==> src/rtl/game_event_if.sv <==
// Event bus between the Tetris flow controller (master) and the playfield/register file (slave).
// GAME_EVT_HARD_DROP_EN adds the btn_drop input.
interface game_event_if #(
    parameter int ROWS = 20,
    parameter int Y_W  = 5
);
    logic            gravity_tick;
    logic            btn_rotate;
    logic            btn_restart;
    logic            landed;
    logic [ROWS-1:0] full_rows;
    logic [31:0]     shape_in;
`ifdef GAME_EVT_HARD_DROP_EN
    logic            btn_drop;
`endif
    logic            change_shape;
    logic            stop;
    logic            clear;
    logic [Y_W-1:0]  row_clear_idx;
    logic            start_over;
    logic [Y_W-1:0]  piece_y;
    logic            game_over;

    modport master (
`ifdef GAME_EVT_HARD_DROP_EN
        input  btn_drop,
`endif
        input  gravity_tick, btn_rotate, btn_restart, landed, full_rows, shape_in,
        output change_shape, stop, clear, row_clear_idx, start_over, piece_y, game_over
    );

    modport slave (
`ifdef GAME_EVT_HARD_DROP_EN
        output btn_drop,
`endif
        output gravity_tick, btn_rotate, btn_restart, landed, full_rows, shape_in,
        input  change_shape, stop, clear, row_clear_idx, start_over, piece_y, game_over
    );
endinterface

==> src/rtl/game_event_ctrl.sv <==
// Tetris game-flow controller: spawn / fall / lock / line-clear / game-over event sequencing.
// GAME_EVT_HARD_DROP_EN enables the btn_drop fast-fall mode.
//
// state | meaning
// SPAWN | new piece enters, piece_y reset; blocked spawn ends the game
// FALL  | piece descends on gravity ticks (or every cycle in fast mode)
// LOCK  | piece fixed; snapshot of full rows taken
// CLEAR | one clear pulse per snapshotted row, highest row first
// OVER  | game over; only a restart leaves
module game_event_ctrl #(
    parameter int ROWS      = 20,
    parameter int Y_W       = 5,
    parameter int CLEAR_GAP = 2
) (
    input logic clock,
    input logic resetn,
    game_event_if.master evt
);
    typedef enum logic [2:0] {SPAWN, FALL, LOCK, CLEAR, OVER} state_t;

    localparam logic [Y_W-1:0] Y_MAX    = Y_W'(ROWS - 1);
    localparam logic [3:0]     GAP_INIT = 4'(CLEAR_GAP);

    state_t          state_q, state_d;
    logic            rot_prev_q, restart_prev_q;
    logic            rot_edge, restart_edge, drop_edge;
    logic            fast_q, fast_d, fast_act, lock_req;
    logic [ROWS-1:0] mask_q, mask_d, find_src, find_rest;
    logic [Y_W-1:0]  find_idx;
    logic [3:0]      gap_q, gap_d;
    logic [Y_W-1:0]  piece_y_q, piece_y_d, row_idx_q, row_idx_d;
    logic            change_q, change_d, stop_q, stop_d, clear_q, clear_d;
    logic            start_q, start_d, over_q, over_d;

    assign rot_edge     = evt.btn_rotate & ~rot_prev_q;
    assign restart_edge = evt.btn_restart & ~restart_prev_q;

`ifdef GAME_EVT_HARD_DROP_EN
    logic drop_prev_q;
    assign drop_edge = evt.btn_drop & ~drop_prev_q;
    always_ff @(posedge clock or negedge resetn) begin
        if (!resetn) drop_prev_q <= 1'b0;
        else         drop_prev_q <= evt.btn_drop;
    end
`else
    assign drop_edge = 1'b0;
`endif

    // A drop edge counts as fast mode already in its own cycle
    assign fast_act = (state_q == FALL) && (fast_q || drop_edge);
    assign lock_req = (state_q == FALL) && evt.landed && (fast_act || evt.gravity_tick);

    always_ff @(posedge clock or negedge resetn) begin
        if (!resetn) begin
            state_q        <= SPAWN;
            rot_prev_q     <= 1'b0;
            restart_prev_q <= 1'b0;
            fast_q         <= 1'b0;
            mask_q         <= '0;
            gap_q          <= '0;
            piece_y_q      <= '0;
            row_idx_q      <= '0;
            change_q       <= 1'b0;
            stop_q         <= 1'b0;
            clear_q        <= 1'b0;
            start_q        <= 1'b0;
            over_q         <= 1'b0;
        end else begin
            state_q        <= state_d;
            rot_prev_q     <= evt.btn_rotate;
            restart_prev_q <= evt.btn_restart;
            fast_q         <= fast_d;
            mask_q         <= mask_d;
            gap_q          <= gap_d;
            piece_y_q      <= piece_y_d;
            row_idx_q      <= row_idx_d;
            change_q       <= change_d;
            stop_q         <= stop_d;
            clear_q        <= clear_d;
            start_q        <= start_d;
            over_q         <= over_d;
        end
    end

    always_comb begin
        state_d = state_q;
        if (restart_edge) begin
            state_d = SPAWN;
        end else begin
            case (state_q)
                SPAWN:   state_d = evt.landed ? OVER : FALL;
                FALL:    if (lock_req) state_d = LOCK;
                LOCK:    state_d = (evt.full_rows == '0) ? SPAWN : CLEAR;
                CLEAR:   if (gap_q == '0 && mask_q == '0) state_d = SPAWN;
                OVER:    state_d = OVER;
                default: state_d = SPAWN;
            endcase
        end
    end

    // Highest set row of the snapshot (or of the live mask), plus the mask without it
    always_comb begin
        find_src = (state_q == LOCK) ? evt.full_rows : mask_q;
        find_idx = '0;
        for (int i = 0; i < ROWS; i++) begin
            if (find_src[i]) find_idx = Y_W'(i);
        end
        for (int i = 0; i < ROWS; i++) begin
            find_rest[i] = find_src[i] && (Y_W'(i) != find_idx);
        end
    end

    always_comb begin
        piece_y_d = piece_y_q;
        mask_d    = mask_q;
        gap_d     = gap_q;
        fast_d    = fast_q;
        row_idx_d = row_idx_q;
        change_d  = 1'b0;
        stop_d    = 1'b0;
        clear_d   = 1'b0;
        start_d   = 1'b0;
        over_d    = (state_d == OVER);
        if (restart_edge) begin
            start_d   = 1'b1;
            piece_y_d = '0;
            mask_d    = '0;
            gap_d     = '0;
            fast_d    = 1'b0;
        end else begin
            case (state_q)
                SPAWN: begin
                    piece_y_d = '0;
                    fast_d    = 1'b0;
                end
                FALL: begin
                    if (lock_req) begin
                        stop_d = 1'b1;
                        fast_d = 1'b0;
                    end else begin
                        fast_d = fast_act;
                        if ((fast_act || evt.gravity_tick) && piece_y_q != Y_MAX)
                            piece_y_d = piece_y_q + Y_W'(1);
                        if (rot_edge && !fast_act && evt.shape_in < 32'd14)
                            change_d = 1'b1;
                    end
                end
                LOCK: begin
                    mask_d = '0;
                    if (find_src != '0) begin
                        clear_d   = 1'b1;
                        row_idx_d = find_idx;
                        mask_d    = find_rest;
                        gap_d     = GAP_INIT;
                    end
                end
                CLEAR: begin
                    if (gap_q != '0) begin
                        gap_d = gap_q - 4'd1;
                    end else if (mask_q != '0) begin
                        clear_d   = 1'b1;
                        row_idx_d = find_idx;
                        mask_d    = find_rest;
                        gap_d     = GAP_INIT;
                    end
                end
                default: ;
            endcase
        end
    end

    assign evt.change_shape  = change_q;
    assign evt.stop          = stop_q;
    assign evt.clear         = clear_q;
    assign evt.row_clear_idx = row_idx_q;
    assign evt.start_over    = start_q;
    assign evt.piece_y       = piece_y_q;
    assign evt.game_over     = over_q;
endmodule

==> src/flat_wrapper.sv <==
// flat-port wrapper written by rule: the top's interface ports become plain ports
module game_event_ctrl_flat 
#(
    parameter int ROWS      = 20,
    parameter int Y_W       = 5,
    parameter int CLEAR_GAP = 2
)
  (clock, resetn, evt_gravity_tick, evt_btn_rotate, evt_btn_restart, evt_landed, evt_full_rows, evt_shape_in, evt_change_shape, evt_stop, evt_clear, evt_row_clear_idx, evt_start_over, evt_piece_y, evt_game_over);
  game_event_if #(.ROWS(ROWS), .Y_W(Y_W)) evt_i ();
  input logic clock;
  input logic resetn;
  input wire logic [$bits(evt_i.gravity_tick)-1:0] evt_gravity_tick;
  input wire logic [$bits(evt_i.btn_rotate)-1:0] evt_btn_rotate;
  input wire logic [$bits(evt_i.btn_restart)-1:0] evt_btn_restart;
  input wire logic [$bits(evt_i.landed)-1:0] evt_landed;
  input wire logic [$bits(evt_i.full_rows)-1:0] evt_full_rows;
  input wire logic [$bits(evt_i.shape_in)-1:0] evt_shape_in;
  output wire logic [$bits(evt_i.change_shape)-1:0] evt_change_shape;
  output wire logic [$bits(evt_i.stop)-1:0] evt_stop;
  output wire logic [$bits(evt_i.clear)-1:0] evt_clear;
  output wire logic [$bits(evt_i.row_clear_idx)-1:0] evt_row_clear_idx;
  output wire logic [$bits(evt_i.start_over)-1:0] evt_start_over;
  output wire logic [$bits(evt_i.piece_y)-1:0] evt_piece_y;
  output wire logic [$bits(evt_i.game_over)-1:0] evt_game_over;
  assign evt_i.gravity_tick = evt_gravity_tick;
  assign evt_i.btn_rotate = evt_btn_rotate;
  assign evt_i.btn_restart = evt_btn_restart;
  assign evt_i.landed = evt_landed;
  assign evt_i.full_rows = evt_full_rows;
  assign evt_i.shape_in = evt_shape_in;
  assign evt_change_shape = evt_i.change_shape;
  assign evt_stop = evt_i.stop;
  assign evt_clear = evt_i.clear;
  assign evt_row_clear_idx = evt_i.row_clear_idx;
  assign evt_start_over = evt_i.start_over;
  assign evt_piece_y = evt_i.piece_y;
  assign evt_game_over = evt_i.game_over;
  game_event_ctrl #(.ROWS(ROWS), .Y_W(Y_W), .CLEAR_GAP(CLEAR_GAP)) u_core (.clock(clock), .resetn(resetn), .evt(evt_i));
endmodule
==> config.mk <==
export PLATFORM = sky130hd
export DESIGN_NAME = game_event_ctrl_flat
export DESIGN_NICKNAME = d
export VERILOG_FILES = /design/src/rtl/game_event_if.sv /design/src/rtl/game_event_ctrl.sv /design/src/flat_wrapper.sv
export SDC_FILE = /design/constraint.sdc
export NUM_CORES = 1
export LEC_CHECK = 0
export CORE_MARGIN = 2
export CORE_UTILIZATION = 40
export DETAILED_ROUTE_END_ITERATION = 8
export DONT_BUFFER_PORTS = 1
export GPL_ROUTABILITY_DRIVEN = 1
export HOLD_SLACK_MARGIN = 0.1
export PLACE_DENSITY_LB_ADDON = 0.25
export SKIP_LAST_GASP = 1
export SYNTH_ARGS = -nofsm -noshare
export SYNTH_HDL_FRONTEND = slang
export SYNTH_SLANG_ARGS = --single-unit
==> constraint.sdc <==
create_clock -name clock -period 2.3 [get_ports clock]
set_clock_uncertainty 0.05 [all_clocks]
set_input_delay 0.345 -clock clock [delete_from_list [all_inputs] [get_ports clock]]
set_output_delay 0.345 -clock clock [all_outputs]
set_load 0.02 [all_outputs]
---- Yosys cells after proc, flatten, opt, wreduce, memory -nomap -nowiden ----
Index checks and enable logic that the tools add are counted.
operators by class
  add/subtract/negate cells ............... 2
  magnitude comparators ................... 1
  equal/unequal tests ..................... 34
  multiplexer cells ....................... 60
  bitwise operators ....................... 5
  reduce and logical (&&, ||, !) cells .... 44
operators with widths
  operator                                                                        number
  20-bit 2-to-1 mux                                                               5
  5-bit 2-to-1 mux                                                                10
  4-bit 2-to-1 mux                                                                12
  20-bit zero test                                                                2
  4-bit by 5-bit != test with 1-bit output (first input constant)                 8
  20-bit one-hot mux with 2 select lines                                          1
  20-bit nonzero test                                                             2
  32-bit by 4-bit less-than comparator with 1-bit output (second input constant)  1
  1-bit logical AND                                                               27
  3-bit 2-to-1 mux                                                                8
  3-bit by 5-bit != test with 1-bit output (first input constant)                 4
  5-bit != test (first input constant)                                            4
  5-bit one-hot mux with 2 select lines                                           2
  1-bit 2-to-1 mux                                                                15
  3-bit one-hot mux with 5 select lines                                           1
  3-bit by 2-bit != test with 1-bit output (second input constant)                4
  2-bit by 5-bit != test with 1-bit output (first input constant)                 2
  3-bit AND reduction                                                             3
  4-bit one-hot mux with 2 select lines                                           1
  3-bit by 2-bit equality test with 1-bit output (second input constant)          2
  3-bit equality test (second input constant)                                     2
  2-bit 2-to-1 mux                                                                3
  3-bit nonzero test                                                              2
  5-bit by 1-bit adder with 5-bit output (second input constant)                  1
  19 further kinds                                                                24
storage, ports and cells
  flip-flop bits (word level) ............. 45
  input port bits ......................... 58
  output and inout port bits .............. 15

---- Longest topological paths before layout ----
Gate-level depths: netlist (run 1).
  word-level depth ........................ 27
  mapped depth ............................ 9
  gate-level depth less buffers ........... 7

---- Least setup slack after synthesis (run 1) ----
Ideal clock, no wire load.
  kind .................................... reg-to-reg
  from .................................... register u_core.state_q[0]
  to ...................................... register u_core.mask_q[9]
  arrival time ............................ 2.174 ns
  slack ................................... -0.046 ns
  cell stages (with the launch flop) ...... 8
  buffers on the path ..................... 1
  cells stage by stage .................... dfrtp_1 > or3b_1 > buf_6 > mux2i_1 > a211oi_1 > o32ai_4 > or3_1 > a32o_1
on the way
  longest elaborated chain between the ends .. 27
RTL lines
  element                                         line                                            RTL
  start, declared                                 game_event_ctrl.sv:24                           state_t state_q, state_d;
  start signal, assigned                          game_event_ctrl.sv:69                           state_q <= state_d;
  3-bit by 2-bit equality test with 1-bit output  game_event_ctrl.sv:103, game_event_ctrl.sv:131
  20-bit 2-to-1 mux                               game_event_ctrl.sv:103                          find_src = (state_q == LOCK) ? evt.full_rows : mask_q;
  1-bit 2-to-1 mux                                game_event_ctrl.sv:106                          if (find_src[i]) find_idx = Y_W'(i);
  2-bit 2-to-1 mux (2 in a row)                   game_event_ctrl.sv:106
  3-bit 2-to-1 mux (4 in a row)                   game_event_ctrl.sv:106
  4-bit 2-to-1 mux (8 in a row)                   game_event_ctrl.sv:106
  5-bit 2-to-1 mux (4 in a row)                   game_event_ctrl.sv:106
  4-bit by 5-bit != test with 1-bit output        game_event_ctrl.sv:109                          find_rest[i] = find_src[i] && (Y_W'(i) != find_idx);
  1-bit logical AND                               game_event_ctrl.sv:109
  20-bit 2-to-1 mux                               game_event_ctrl.sv:160                          end else if (mask_q != '0) begin
  20-bit 2-to-1 mux                               game_event_ctrl.sv:158                          if (gap_q != '0) begin
  20-bit one-hot mux with 2 select lines          game_event_ctrl.sv:131                          case (state_q)
  20-bit 2-to-1 mux                               game_event_ctrl.sv:124                          if (restart_edge) begin
  end signal, assigned                            game_event_ctrl.sv:73                           mask_q <= mask_d;
  end, declared                                   game_event_ctrl.sv:28                           logic [ROWS-1:0] mask_q, mask_d, find_src, find_rest;
Several ways; a longest one is shown, not always the timed one. The select of a mux whose other input is x is not followed.
A chain may end at the register's enable or synchronous reset.

---- Worst setup path in the final report (run 1) ----
  from .................................... register u_core.state_q[0]
  to ...................................... register u_core.mask_q[13]
The elaborated chain is that of the path after synthesis.

==> summary.md, run 1 <==
Setup repair after global routing could not meet its margin everywhere. The floorplan step defined a die boundary enclosing 7974 um2. The share of async-settable or async-resettable flops after synthesis was 100.0%. Once placement completed, the tool counted placed cells totaling 466.

For the pin with the worst max-slew slack, the measured transition is 0.9127 ns. The synthesized netlist devotes 0.6019% of its cell area to XOR and XNOR gates. The net count of the finished layout is 454.

The tree built by TritonCTS fans out to 45 sinks. For this design the top-level I/O count stands at 73. Total of endpoints with negative setup slack in the final report: 21.

The run finished, with violations left. In the routed layout, each cell is associated on average with a via count of 6.118. After Yosys synthesis, full adders, half adders and majority gates account for 1.290% of the synthesized area. The most frequently used flop master after synthesis is dfrtp_1.

Summed over all nets, the switching power comes to 801.3 uW. For this run, the top clock speed supported by timing is 399.6 MHz. The synthesized netlist contains 54 unique library cells. Clock-pin slew was measured on the worst setup and hold paths at 0.09 ns. The tool flagged a number of max-cap violations equal to 0.

The die is 89.30 um wide. In this run the critical register-to-register path is launched from u_core.state_q[0]. The clock network burns 23.0% of the power. After filler insertion, the fill cell instance count of the layout stands at 652.

The synthesized design contains 45 register bits. The run gives 46 as the largest net degree at the start of global routing. Clock root buffer: clkbuf_8.

The tools report the standby leakage power as 0.001587 uW. The final worst-path setup slack is -0.2026 ns. In the layout the commonest cells are buf_4 (48), dfrtp_1 (45), nand2_1 (43), nor2_1 (43), nor4_1 (22).

The run gives 2988 as the via count of the first global-routing pass. Of the cells placed in the final design, the portion with a size suffix greater than 1 is 29.19%. The setup TNS after final layout came out at -2.112 ns.

The worst hold path startpoint was evt_shape_in[18]. The category of the most critical setup path is flip-flop to flip-flop. The switching share of total power was 36.30%. For this block, the initial DRC count from the detailed router was 391. STA classifies the critical path endpoint as a flip-flop. Power spread over the standard cell area amounts to 565.6 nW/um2. The total number of vias is 3016, and the routed length per placed instance is 18.69 um. TritonCTS built the clock tree. The remaining max-slew budget at the tightest pin is 38.63%.

The aggregate global routing overflow was 0; the iteration count of the initial detailed-routing pass was 5. The initial antenna violation count was 0. The synthesis warning total came out at 0.

Element type at the critical path start: a flip-flop. Relative to the synthesized area, the layout overhead comes to 34.09%. After synthesis, the largest family of logic cells by area is simple AND/OR/NAND/NOR gates.

Detailed placement ended at an HPWL of 6422 um. Subtracting the final worst setup slack from the clock period gives 2.503 ns. The mean area per synthesized cell was 8.636 um2; the fraction of the cycle the final worst path needs was 108.8%.

The worst voltage drop across the vdd grid is 0.3151 mV. The synthesized-area fraction occupied by and/or/nand/nor cells is 28.85%. The share of total power dissipated in combinational logic is 37.2%. The final reports fail on setup timing. The share of total power in sequential cells came out at 39.8%. The H-tree depth is 2. The tightest min-delay check is of the input pin to flip-flop type.

The design internal power is 1406 uW, and the worst-skew pair later-pin latency is 0.31 ns. Of the post-synthesis cell area, the part taken by muxes is 3.439%. Tracing the worst setup path back leads to its startpoint at u_core.state_q[0].

The combined global-route utilization of all metal layers was 24.06%; the number of inserted diodes was 0. For the final weighted congestion in routability-driven placement, the log shows 0.9720. Row generation in the floorplan step produced 31 rows. After detailed routing, the number of remaining DRC violations is 0. The number of nets with antenna violations after routing was 0; the vertical die dimension was 89.30 um.

Input and output buffers added on the ports amount to 0. The compound-cell area share of the yosys netlist is 23.39%. The run gives 14710 um as the first-pass GRT wire length. The worst-case clock buffer depth is 2, and the post-synthesis cell count is 337. The tools report the number of buffers created by CTS as 5.

The post-synth net total is 398, and the starting density of the core is 40.78%. The cell area that synthesis handed to floorplanning was 2910 um2. Leaving out fill and tap cells, the most frequent cell in the layout is buf_4. The final hold violation count was 0; the number of max-slew violations in the final report was 0.

The total wire length after detailed routing was 9216 um; the final cell count without fillers was 493. The critical path required time came out at 2.44 ns. Sequential elements use 38.69% of the synthesized area.

STA puts the critical path data arrival time at 2.65 ns. The tools report the placeable core region as 7137 um2. The count of flip-flops with a built-in enable after synthesis is 0, and the biggest fanout along the worst timing path is 5.
final timing paths:
path	depth (start not counted)	end	slack (ns)
max reg2reg	7	u_core.mask_q[13]	-0.20
min	3	u_core.evt.change_shape	0.12
min reg2reg	2	u_core.mask_q[0]	0.49
max	7	u_core.mask_q[13]	-0.20
min in group asynchronous	2	u_core.mask_q[15]	0.48
max in group asynchronous	2	u_core.evt.piece_y[1]	1.50
repair_timing:
item	4_1_cts	5_1_grt
resized for setup	19	31
pin swaps	13	11
setup endpoints to repair	19	21
buffers inserted	11	2
gates cloned	2	0
hold buffers	4	0
endpoints found under the hold margin	47	0
power by group through the flow:
stage / clock [uW] / combinational, uW / sequential, uW
3_5_place_dp: 0 / 609 / 893
3_3_place_gp: 0 / 604 / 892
5_1_grt: 556 / 889 / 884
4_1_cts: 522 / 724 / 878
2_1_floorplan: 0 / 368 / 912
6_report: 508 / 821 / 878
through the flow:
stage               hold WS, ns  utilization, %  instance area [um2]  setup WS, ns  power (uW)
floorplan            -0.0005911               -                 2920      -0.01818        1279
global placement      0.0009867           46.95                 3351       -0.1481        1496
detailed placement     0.001037           46.95                 3351       -0.1625        1502
CTS                      0.1140           51.95                 3707       -0.1201        2124
global route             0.1203           54.68                 3902       -0.2609        2330
finish                   0.1217           54.68                 3902       -0.2026        2207
synthesized netlist by cell type (2+ instances only):
cell type / number / area (um2)
dfrtp_1: 45 / 1126
nor2_1: 44 / 165.2
nand2_1: 43 / 161.4
nor4_1: 24 / 150.1
a21oi_1: 16 / 80.08
nor3_1: 16 / 80.08
o21ai_0: 14 / 70.07
o31ai_1: 11 / 82.58
clkbuf_1: 10 / 37.54
mux2i_1: 10 / 100.1
inv_1: 8 / 30.03
a211oi_1: 7 / 52.55
nand3_1: 7 / 35.03
nor2b_1: 6 / 37.54
a21o_1: 5 / 37.54
a2bb2oi_1: 4 / 35.03
nand4_1: 4 / 25.02
o41ai_1: 4 / 35.03
o41ai_2: 4 / 65.06
a2111oi_1: 3 / 30.03
and3_1: 3 / 18.77
buf_2: 3 / 15.01
ha_1: 3 / 37.54
nand4b_1: 3 / 26.28
o21a_1: 3 / 22.52
and2_1: 2 / 12.51
buf_6: 2 / 22.52
nand2b_1: 2 / 12.51
nor3b_1: 2 / 15.01
o211ai_1: 2 / 15.01
o221ai_1: 2 / 17.52
o32a_1: 2 / 20.02
xor2_1: 2 / 17.52
cells by family after synthesis:
logic type / Yosys count
AND/OR/NAND/NOR: 166
AO/OA/AOI/OAI: 87
flip-flops: 45
buffers and inverters: 24
multiplexers: 10
adder cells (fa/ha/maj): 3
XOR/XNOR: 2
metal layers:
layer | GRT usage, % | part of all wire (%) | vias to the layer above
met3 | 4.524 | 8.0 | 32
met2 | 38.92 | 48 | 157
met4 | 10.85 | 3.0 | 0
met1 | 31.31 | 41 | 1434
li1 | - | - | 1393
met5 | 0 | 0 | -
layout make-up:
| type | instances | area (um2) | area share, % |
|---|---|---|---|
| Multi-Input combinational cell | 270 | 1966 | 50.37 |
| Sequential cell | 45 | 1126 | 28.86 |
| Timing Repair Buffer | 62 | 565.5 | 14.49 |
| Tap cell | 99 | 123.9 | 3.174 |
| Clock buffer | 6 | 72.57 | 1.860 |
| Inverter | 9 | 33.78 | 0.8657 |
| Clock inverter | 2 | 15.01 | 0.3847 |
registers in the layout, indices dropped and copies added, names as in the netlist:
signal,cells
u_core.fast_q,1
u_core.evt.row_clear_idx,5
u_core.mask_q,20
u_core.evt.game_over,1
u_core.evt.change_shape,1
u_core.evt.clear,1
u_core.evt.stop,1
u_core.gap_q,4
u_core.state_q,3
u_core.restart_prev_q,1
u_core.evt.start_over,1
u_core.rot_prev_q,1
u_core.evt.piece_y,5
critical path, stage by stage (launching register included):
cell and delay, ns:
dfrtp_1 0.39, or3b_4 0.46, mux2i_4 0.26, a211oi_4 0.09, buf_4 0.19, o32ai_4 0.41, nor3_1 0.12, o41ai_1 0.41
Power figures use the tool's default switching activity.
==> inputs of run 2 (changes only) <==
Settings changed: CORE_MARGIN 2 to default.
==> run 2 against run 1 <==
The flow still finishes with violations (setup timing). Global-route usage decreased by 0.81 points. Non-clock buffer count grew 5. Die area fell by 4.4%. Cell count increased by 0.41%. Register-to-register slack better by 0.07 ns. Setup slack better by 0.068 ns. Routed wire length up 3.0%. Via count is 1.2% higher. Sequential share of layout area decreased by 0.50 points. Sequential power hardly changed. Critical endpoint is now u_core.mask_q[9]. Largest cell class unchanged. Largest power group unchanged.
==> summary.md, run 2 (synthesis results as in run 1) <==
The run gives 2 as the H-tree depth. The power density over the cells works out to 591.7 nW/um2. In the layout the commonest cells are buf_4 (58), dfrtp_1 (45), nor2_1 (43). For the final cell count without fillers, the log shows 495. The first-pass GRT wire length was 13610 um. The tools report the timing startpoint of the critical path as u_core.state_q[0].

The register with the most flip-flops in the layout has 20 of them. The depth of the worst register-to-register path works out to 6. The setup TNS after final layout was -1.279 ns; the design internal power was 1525 uW. For the total of endpoints with negative setup slack in the final report, the log shows 19. In this run switching power makes up 35.12% of total power. The logs give 0 for the final hold violation count and 57.50% for the final core area utilization.

The final weighted congestion in routability-driven placement is 0.8504. The run gives 23.25% as the combined global-route utilization of all metal layers. Dividing the detail-routed via count by the number of cells gives 6.166. The tools report the critical path required time as 2.46 ns. The number of design rule violations left after detail routing is 0, and the remaining max-slew budget at the tightest pin is 32.79%. Aggregate global routing overflow: 0. Ranked by flip-flop count, first place goes to u_core.mask_q. Entering global routing, the biggest net connects 46 pins. From left edge to right edge, the die measures 87.30 um. TritonCTS built the clock tree.

The reg-to-reg endpoint was u_core.mask_q[9]. The worst hold path startpoint was evt_shape_in[18]. The quantity of I/O buffers inserted on ports is 0, and the iteration count of the initial detailed-routing pass is 5. In this run the power spent charging and discharging nets is 825.1 uW.

The final worst-path setup slack was -0.1350 ns; the flop-to-flop setup slack was -0.13 ns. TritonCTS sink count: 45. The core region is 6907 um2. The transition time of the tightest slew-check pin is 0.9996 ns, and the peak clock frequency supported by timing is 410.7 MHz. Along the worst path, the maximum fanout reaches 5. The fraction of final layout cells with drive strength greater than 1 is 30.83%. The fraction of the cycle the final worst path needs is 105.9%, and the routed length per placed instance is 19.17 um.

The clock period minus final worst setup slack works out to 2.435 ns. Including well taps, the total number of placed cells is 467. The initial antenna violation count was 0; the floorplan row count was 30.

Worst-skew pair later-pin latency: 0.31 ns. For this block, the via count after detailed routing is 3052. The total of max-cap violations was 0; the layout overhead on the synthesized area was 36.46%.

The worst register-to-register path begins at u_core.state_q[0]. The worst hold path belongs to the class input pin to flip-flop. STA classifies the critical path endpoint as a flip-flop. At the placement stage, the worst setup path has a slack of -0.2251 ns. The floorplan step defined a die boundary enclosing 7620 um2.

The final layout contains 459 nets. Worst-case clock buffer depth: 2. The detailed router finished its first iteration with 194 violations. The worst voltage drop across the vdd grid came out at 0.4532 mV. The clock root buffer is clkbuf_8. Setup repair after global routing could not meet its margin everywhere.

The tightest hold path in the finished design has a slack of 0.1186 ns. The number of buffers created by CTS was 5. The clock network accounts for 27.0% of the total power.

0 antenna diodes ended up in the layout. Summed over all cells, the static leakage comes to 0.001632 uW. Of the total power, combinational logic draws 35.5%. In this run the remaining antenna-violating nets after routing total 0. For the sum of net half-perimeters after detailed placement, the log shows 6115 um. The checks that failed: setup timing. Following the worst setup path forward leads to its endpoint at u_core.mask_q[9]. At the worst endpoint, the arrival time is 2.60 ns. Category of the most critical setup path: flip-flop to flip-flop. The logs give 0 for the number of max-slew violations in the final report and 42.14% for the starting density of the core. The hold path depth works out to 3. The total wire length after detailed routing is 9488 um, and the register clock-pin slew on the reported worst setup and hold paths is 0.10 ns. Leaving out fill and tap cells, the most frequent cell in the layout is buf_4.

The I/O pin count is 73. The tools report the element type at the critical path start as a flip-flop. Sequential cells burn 37.5% of the power. The run finished, with violations left.

The via count of the first global-routing pass is 2897. From bottom edge to top edge, the die measures 87.30 um.
[run 2: through the flow]
stage	total power (uW)	cell area [um2]
2_1_floorplan	1279	2920
3_3_place_gp	1508	3364
3_5_place_dp	1519	3364
4_1_cts	2209	3659
5_1_grt	2474	3971
6_report	2350	3971
[run 2: area by class of cell]
type	instances	area, um2
Clock inverter	3	46.29
Inverter	9	33.78
Timing Repair Buffer	67	566.8
Fill cell	598	2935
Tap cell	96	120.1
Clock buffer	5	68.82
Sequential cell	45	1126
Multi-Input combinational cell	270	2009
[run 2: worst min path at each step]
| stage | to |
|---|---|
| 5_1_grt | u_core.evt.change_shape |
| 6_report | u_core.evt.change_shape |
| 2_1_floorplan | u_core.evt.change_shape |
| 3_3_place_gp | u_core.mask_q[16] |
| 4_1_cts | u_core.evt.change_shape |
| 3_5_place_dp | u_core.mask_q[19] |
[run 2: repair_timing]
action	CTS	global route
cloned	1	1
pin swaps	13	16
hold buffers	4	0
setup buffers	6	8
gates resized for setup	16	38
hold endpoints to repair	47	0
setup endpoints to repair	22	25
[run 2: power groups by stage]
stage | combinational (uW) | sequential, uW | clock (uW)
after CTS | 694 | 881 | 635
after global placement | 614 | 894 | 0
after global routing | 902 | 886 | 686
after detailed placement | 624 | 895 | 0
final | 835 | 881 | 634
after floorplan | 368 | 912 | 0
[run 2: critical path, stage by stage (launching register included)]
cell      delay [ns]
dfrtp_1         0.40
or3b_4          0.46
mux2i_4         0.23
a211oi_4        0.38
o32ai_4         0.19
or3_1           0.39
a32o_1          0.23
[run 2: routing by layer]
| metal | vias up | wire [um] | track usage [%] |
|---|---|---|---|
| met5 | - | 0 | 0 |
| met4 | 0 | 342 | 9.985 |
| met3 | 40 | 698 | 5.024 |
| met2 | 168 | 4614 | 39.99 |
| met1 | 1446 | 3832 | 27.93 |
| li1 | 1398 | - | - |
